File: config.mk
export PLATFORM = sky130hd
export DESIGN_NAME = fir_mac_sequencer
export DESIGN_NICKNAME = d
export VERILOG_FILES = /design/src/rtl/fir_pkg.sv /design/src/rtl/fir_out_scale.sv /design/src/rtl/fir_mac_sequencer.sv
export SDC_FILE = /design/constraint.sdc
export NUM_CORES = 1
export LEC_CHECK = 0
export CORE_ASPECT_RATIO = 1.2
export CORE_UTILIZATION = 46
export DETAILED_ROUTE_END_ITERATION = 7
export SLEW_MARGIN = 20
export SYNTH_ARGS = -nofsm -noshare
export SYNTH_HDL_FRONTEND = slang
export SYNTH_HIERARCHICAL = 1
export SYNTH_SLANG_ARGS = --single-unit
File: constraint.sdc
create_clock -name clock -period 5.3 [get_ports clock]
set_input_delay 1.06 -clock clock [delete_from_list [all_inputs] [get_ports clock]]
set_output_delay 1.06 -clock clock [all_outputs]
set_load 0.01 [all_outputs]
File: src/rtl/fir_pkg.sv
// fir_pkg: shared constants and types for the FIR MAC sequencer.
//   A_W     - MAC operand A (coefficient) width
//   B_W     - MAC operand B (sample) width
//   ACC_W   - MAC accumulator width
//   Y_W     - narrowed result width
//   MAC_LAT - cycles from operands at the MAC inputs to the product being
//             visible in the accumulator output
//   state_t - sequencer FSM states
package fir_pkg;

    localparam int A_W     = 18;
    localparam int B_W     = 36;
    localparam int ACC_W   = 68;
    localparam int Y_W     = 36;
    localparam int MAC_LAT = 3;

    typedef enum logic [2:0] {
        IDLE  = 3'd0,
        CLEAR = 3'd1,
        RUN   = 3'd2,
        DRAIN = 3'd3,
        OUT   = 3'd4
    } state_t;

endpackage

File: src/rtl/fir_out_scale.sv
// fir_out_scale: combinational output scaler for the FIR MAC sequencer.
// Arithmetic right shift of the raw accumulator by SHIFT, then narrowing
// to Y_W bits.
// Build option: FIR_SEQ_SAT_EN -- when defined the shifted value is clamped
// to the signed Y_W range; otherwise the low Y_W bits are taken (wrapping).
// Ports:
//   acc  in  ACC_W  raw accumulator value (two's complement)
//   y    out Y_W    scaled, narrowed result
module fir_out_scale
    import fir_pkg::*;
#(
    parameter int SHIFT = 17
)(
    input  logic [ACC_W-1:0] acc,
    output logic [Y_W-1:0]   y
);

    logic signed [ACC_W-1:0] t;

    assign t = $signed(acc) >>> SHIFT;

`ifdef FIR_SEQ_SAT_EN
    logic pos_ovf;
    logic neg_ovf;

    // t fits in Y_W signed bits only when bits [ACC_W-1:Y_W-1] all equal
    // the sign bit.
    assign pos_ovf = !t[ACC_W-1] && (|t[ACC_W-2:Y_W-1]);
    assign neg_ovf =  t[ACC_W-1] && !(&t[ACC_W-2:Y_W-1]);

    always_comb begin
        y = t[Y_W-1:0];
        if (pos_ovf) begin
            y = {1'b0, {(Y_W-1){1'b1}}};
        end else if (neg_ovf) begin
            y = {1'b1, {(Y_W-1){1'b0}}};
        end
    end
`else
    // Upper bits are intentionally discarded in the wrapping build.
    logic unused_hi;
    assign unused_hi = ^t[ACC_W-1:Y_W];
    assign y         = t[Y_W-1:0];
`endif

endmodule

File: src/rtl/fir_mac_sequencer.sv
// fir_mac_sequencer: control-side initiator for an external 18x36 pipelined
// MAC. Holds a circular sample delay line and a coefficient bank; for each
// accepted sample it clears the MAC, streams NTAPS coefficient/sample pairs,
// drains the MAC pipeline and presents the scaled result.
// Build option: FIR_SEQ_SAT_EN (see fir_out_scale) selects saturation of
// y_data; y_full is always the raw accumulator.
// Ports:
//   clock, reset          clock, synchronous active-high reset
//   s_valid/s_ready/s_data  sample input handshake (36-bit signed)
//   coef_we/coef_addr/coef_data  coefficient write (honoured in IDLE only)
//   mac_rst, mac_a, mac_b  registered MAC controls/operands
//   mac_out               MAC accumulator output
//   y_valid/y_ready       result handshake
//   y_data                scaled, narrowed result
//   y_full                raw accumulator captured with y_data
module fir_mac_sequencer
    import fir_pkg::*;
#(
    parameter int NTAPS = 16,
    parameter int SHIFT = 17
)(
    input  logic                     clock,
    input  logic                     reset,
    input  logic                     s_valid,
    output logic                     s_ready,
    input  logic [B_W-1:0]           s_data,
    input  logic                     coef_we,
    input  logic [$clog2(NTAPS)-1:0] coef_addr,
    input  logic [A_W-1:0]           coef_data,
    output logic                     mac_rst,
    output logic [A_W-1:0]           mac_a,
    output logic [B_W-1:0]           mac_b,
    input  logic [ACC_W-1:0]         mac_out,
    output logic                     y_valid,
    input  logic                     y_ready,
    output logic [Y_W-1:0]           y_data,
    output logic [ACC_W-1:0]         y_full
);

    localparam int AW    = $clog2(NTAPS);
    // One counter serves both the tap index and the drain count.
    localparam int CNT_W = $clog2(NTAPS + MAC_LAT);

    state_t           state_reg, state_next;
    logic [CNT_W-1:0] cnt_reg, cnt_next;
    logic [AW-1:0]    wr_ptr_reg;

    logic [B_W-1:0]   delay_reg [NTAPS];
    logic [A_W-1:0]   coef_reg  [NTAPS];
    logic [NTAPS-1:0] delay_we;
    logic [NTAPS-1:0] coef_wr_en;

    logic             mac_rst_reg, mac_rst_next;
    logic [A_W-1:0]   mac_a_reg, mac_a_next;
    logic [B_W-1:0]   mac_b_reg, mac_b_next;
    logic [Y_W-1:0]   y_data_reg;
    logic [ACC_W-1:0] y_full_reg;
    logic [Y_W-1:0]   scaled;

    logic             accept;
    logic             coef_wr;
    logic             capture;
    logic [AW-1:0]    tap_idx;
    logic [AW-1:0]    rd_idx;

    assign accept  = (state_reg == IDLE) && s_valid;
    assign coef_wr = (state_reg == IDLE) && coef_we;
    // The last drain cycle is the first one in which the final product has
    // reached the accumulator.
    assign capture = (state_reg == DRAIN) && (cnt_reg == CNT_W'(MAC_LAT - 1));

    // Per-entry write enables for the delay line and coefficient bank.
    genvar gi;
    generate
        for (gi = 0; gi < NTAPS; gi++) begin : g_we
            assign delay_we[gi]   = accept  && (wr_ptr_reg == AW'(gi));
            assign coef_wr_en[gi] = coef_wr && (coef_addr  == AW'(gi));
        end
    endgenerate

    // Next-state logic.
    always_comb begin
        state_next = state_reg;
        cnt_next   = cnt_reg;
        case (state_reg)
            IDLE: begin
                if (s_valid) begin
                    state_next = CLEAR;
                end
            end
            CLEAR: begin
                state_next = RUN;
                cnt_next   = '0;
            end
            RUN: begin
                if (cnt_reg == CNT_W'(NTAPS - 1)) begin
                    state_next = DRAIN;
                    cnt_next   = '0;
                end else begin
                    cnt_next = cnt_reg + CNT_W'(1);
                end
            end
            DRAIN: begin
                if (cnt_reg == CNT_W'(MAC_LAT - 1)) begin
                    state_next = OUT;
                    cnt_next   = '0;
                end else begin
                    cnt_next = cnt_reg + CNT_W'(1);
                end
            end
            OUT: begin
                if (y_ready) begin
                    state_next = IDLE;
                end
            end
            default: begin
                state_next = IDLE;
                cnt_next   = '0;
            end
        endcase
    end

    // MAC drive values for the next cycle. By the time RUN is entered the
    // write pointer has already advanced past the newest sample, hence the -1.
    assign tap_idx = cnt_next[AW-1:0];
    assign rd_idx  = wr_ptr_reg - AW'(1) - tap_idx;

    always_comb begin
        mac_rst_next = (state_next == CLEAR);
        mac_a_next   = '0;
        mac_b_next   = '0;
        if (state_next == RUN) begin
            mac_a_next = coef_reg[tap_idx];
            mac_b_next = delay_reg[rd_idx];
        end
    end

    always_ff @(posedge clock) begin
        if (reset) begin
            state_reg   <= IDLE;
            cnt_reg     <= '0;
            wr_ptr_reg  <= '0;
            mac_rst_reg <= 1'b1;
            mac_a_reg   <= '0;
            mac_b_reg   <= '0;
            y_data_reg  <= '0;
            y_full_reg  <= '0;
        end else begin
            state_reg   <= state_next;
            cnt_reg     <= cnt_next;
            mac_rst_reg <= mac_rst_next;
            mac_a_reg   <= mac_a_next;
            mac_b_reg   <= mac_b_next;
            if (accept) begin
                wr_ptr_reg <= wr_ptr_reg + AW'(1);
            end
            if (capture) begin
                y_full_reg <= mac_out;
                y_data_reg <= scaled;
            end
        end
    end

    // Delay line and coefficient bank; both cleared by reset so that taps
    // without a sample yet contribute zero.
    always_ff @(posedge clock) begin
        for (int i = 0; i < NTAPS; i++) begin
            if (reset) begin
                delay_reg[i] <= '0;
                coef_reg[i]  <= '0;
            end else begin
                if (delay_we[i]) begin
                    delay_reg[i] <= s_data;
                end
                if (coef_wr_en[i]) begin
                    coef_reg[i] <= coef_data;
                end
            end
        end
    end

    fir_out_scale #(
        .SHIFT (SHIFT)
    ) u_scale (
        .acc (mac_out),
        .y   (scaled)
    );

    assign s_ready = (state_reg == IDLE);
    assign y_valid = (state_reg == OUT);
    assign mac_rst = mac_rst_reg;
    assign mac_a   = mac_a_reg;
    assign mac_b   = mac_b_reg;
    assign y_data  = y_data_reg;
    assign y_full  = y_full_reg;

endmodule

==> results.py <==
metrics = {
    "status": {
        "outcome": "finished, final reports clean",
    },
    "clock_network": {
        "clockBufferDepth": 3,
        "cts_tree": "yes",
        "clock_sinks": 1035,
        "cts-htree-levels": 3,
        "cts_root_buffer": "clkbuf_16",
        "clk_pin_slew_ns": 0.06,
        "cts_resized": 0,
        "clk_latency_ns": 0.69,
        "post_cts_buffers": 0,
        "cts_hold_buf": 0,
        "cts_buffers": 105,
    },
    "yosys": {
        "ys_async_sr_fraction_pct": 0,
        "ys_ff_latch": 1035,
        "netlist-cell-type-count": 66,
        "syn_inst": 3500,
        "synth_compound_area_share_pct": 5.837,
        "synth_edf_count": 864,
        "synth_top_family_by_area": "simple AND/OR/NAND/NOR gates",
        "ys.flop_type": "edfxtp_1",
        "seq_area_frac_synth_pct": 62.85,
        "synth-simple-area-share_pct": 16.93,
        "yosysWarnings": 6,
        "synth_fa_ha_area_share_pct": 0.3374,
        "synth_xor_area_share_pct": 0.1473,
        "muxShareOfSynthArea_pct": 10.66,
        "syn_area_per_cell_sq_um": 13.35,
        "synth.cell_area_sq_um": 46730,
        "synth_nets": 3643,
    },
    "final_layout": {
        "largest_reg_flops": 576,
        "layout.cells.most_common": "and2_1",
        "fill_cells": 8244,
        "area_delta_synth_final_pct": 17.69,
        "drive_above_1_share_pct": 13.56,
        "mostFrequentLayoutCells": "and2_1 (866), edfxtp_1 (864), clkdlybuf4s50_1 (290), nand2_1 (282), dfxtp_1 (170)",
        "design_area_sq_um": 54990,
        "finalNetCount": 3812,
    },
    "floorplanning": {
        "die-area_sq_um": 102900,
        "pin_count": 292,
        "rows": 127,
        "die_h_um": 351.1,
        "start_util_pct": 46.60,
        "fp.dieW_um": 293.0,
        "core_area_sq_um": 100300,
    },
    "sta": {
        "hold_viol": 0,
        "rsz0062_at_grt": "no",
        "tightest_slew_ns": 1.144,
        "fin_worst_skew_ns": 0.02686,
        "fmax_mhz": 215.1,
        "setup_ws_ns": 0.6515,
        "finalCritPeriodShare_pct": 87.71,
        "setup_tns_ns": 0,
        "finalSetupViolations": 0,
        "hold_slack_ns": 0.4535,
        "drv_slew": 0,
        "final.min_clock_period_ns": 4.648,
        "relSlewSlack_pct": 23.44,
    },
    "pwr": {
        "p_per_area_nw_per_um2": 364.3,
        "total_power_mw": 20.03,
        "peakVddDrop_mv": 0.2535,
        "p_leak_nw": 19.54,
    },
    "placed_design": {
        "hpwlAfterDp_um": 82040,
        "pre_cts_ws_ns": 0.6873,
        "portBuffers": 291,
        "placed_area_sq_um": 51410,
        "gp_congestion": 0.8301,
    },
    "worst_setup_path": {
        "worst_path_max_delay_cell": "fa_4",
        "arrival_ns": 5.17,
        "critPathLaunchType": "flop",
        "crit_chain": "ha_1 -> nand3_1 -> inv_1 -> ha_1 -> o41ai_1 -> or2_2 -> clkinv_2 -> ha_4 -> fa_4 -> buf_4 -> mux4_2 -> mux2i_1 -> o22ai_1",
        "cp-end-kind": "flop",
        "cp_max_fo": 29,
        "crit_type": "reg -> reg",
        "cp.required_ns": 5.82,
        "critPathMaxStageDelay_ns": 1.24,
        "cp_common_cell": "ha_1",
    },
    "grt": {
        "grt_pass1_vias": 29870,
        "grt_pass1_wl_um": 197500,
        "antenna_found_initial": 6,
        "grt.total_usage_pct": 26.25,
        "grt_overflow_total": 0,
        "grt_max_degree": 106,
    },
    "drt": {
        "firstDrtPassIters": 7,
        "antenna_left": 0,
        "viasPerCell": 5.742,
        "routed_wirelength_um": 135200,
        "wl_per_cell_um": 26.43,
        "drc": 0,
        "via_count": 29380,
        "drt_iter0_drc": 2590,
    },
    "worst_hold_path": {
        "min_path_type": "reg -> reg",
    },
    "run": {
        "maxCapViolations": 0,
    },
}
critical path: cells and delay by family, from the launching register on:
kind            cells  cell delay, ns
flops               1            0.36
mux                 2            0.49
compound gates      2            0.75
buf+inv             3            0.50
simple gates        2            0.40
fa+ha+maj           4            1.93
area by class of cell:
class	count	area (sq um)	area share, %
diodes	2	5.005	0.009101
clock buffers	146	2978	5.415
well taps	1354	1694	3.081
flip-flops and latches	1035	29370	53.41
inverters	7	27.53	0.05005
repair buffers	398	4018	7.306
clock inverters	53	591.8	1.076
multi-input cells	2122	16310	29.65
cells by family after synthesis:
kind of cell | after synthesis
fa+ha+maj | 12
buf+inv | 343
xor+xnor | 7
compound gates | 403
mux | 312
simple gates | 1388
flops | 1035
final timing paths:
path,from,endpoint,slack [ns],cells past startpoint
hold reg to reg,y_full[51],y_full[51],0.45,2
hold / removal,y_full[51],y_full[51],0.45,2
setup reg to reg,cnt_reg[0],mac_b[14],0.65,13
setup / recovery,cnt_reg[0],mac_b[14],0.65,13
layer usage:
layer	share of wire, %	GRT usage, %
met1	39	32.28
met4	2.8	8.291
met5	0.059	0
met3	5.3	3.570
met2	52	47.57
Yosys cell counts, types with 15 or more instances:
| cell | number | area share [%] |
|---|---|---|
| nor3b_1 | 17 | 0.27 |
| edfxtp_1 | 864 | 56 |
| o21a_1 | 34 | 0.55 |
| mux4_2 | 144 | 6.9 |
| mux2_2 | 30 | 0.72 |
| mux2_1 | 17 | 0.41 |
| a2111oi_0 | 15 | 0.28 |
| buf_4 | 38 | 0.61 |
| a211o_1 | 48 | 0.90 |
| nand4_1 | 26 | 0.35 |
| nand3_1 | 60 | 0.64 |
| mux2i_1 | 121 | 2.6 |
| a21oi_1 | 108 | 1.2 |
| nand2_1 | 283 | 2.3 |
| o211ai_1 | 46 | 0.74 |
| and2_1 | 866 | 12 |
| buf_2 | 47 | 0.50 |
| and3_1 | 17 | 0.23 |
| o21ai_0 | 29 | 0.31 |
| dfxtp_1 | 171 | 7.3 |
| nor2_1 | 50 | 0.40 |
| clkbuf_1 | 235 | 1.9 |
| a221oi_1 | 15 | 0.28 |
| o22ai_1 | 66 | 0.88 |
| nand4b_1 | 16 | 0.30 |
power by group:
group | internal [mW] | switching (mW)
sequential | 9.14 | 0.148
combinational | 1.44 | 1.65
clock | 4.47 | 3.19
stage by stage:
stage | cells | utilization, %
CTS | 5115 | 54.83
finish | 5117 | 54.85
global route | 5115 | 54.84
global placement | 4916 | 51.27
floorplan | 3500 | -
detailed placement | 4916 | 51.27
Note: power is estimated with default switching activity, not from simulation.
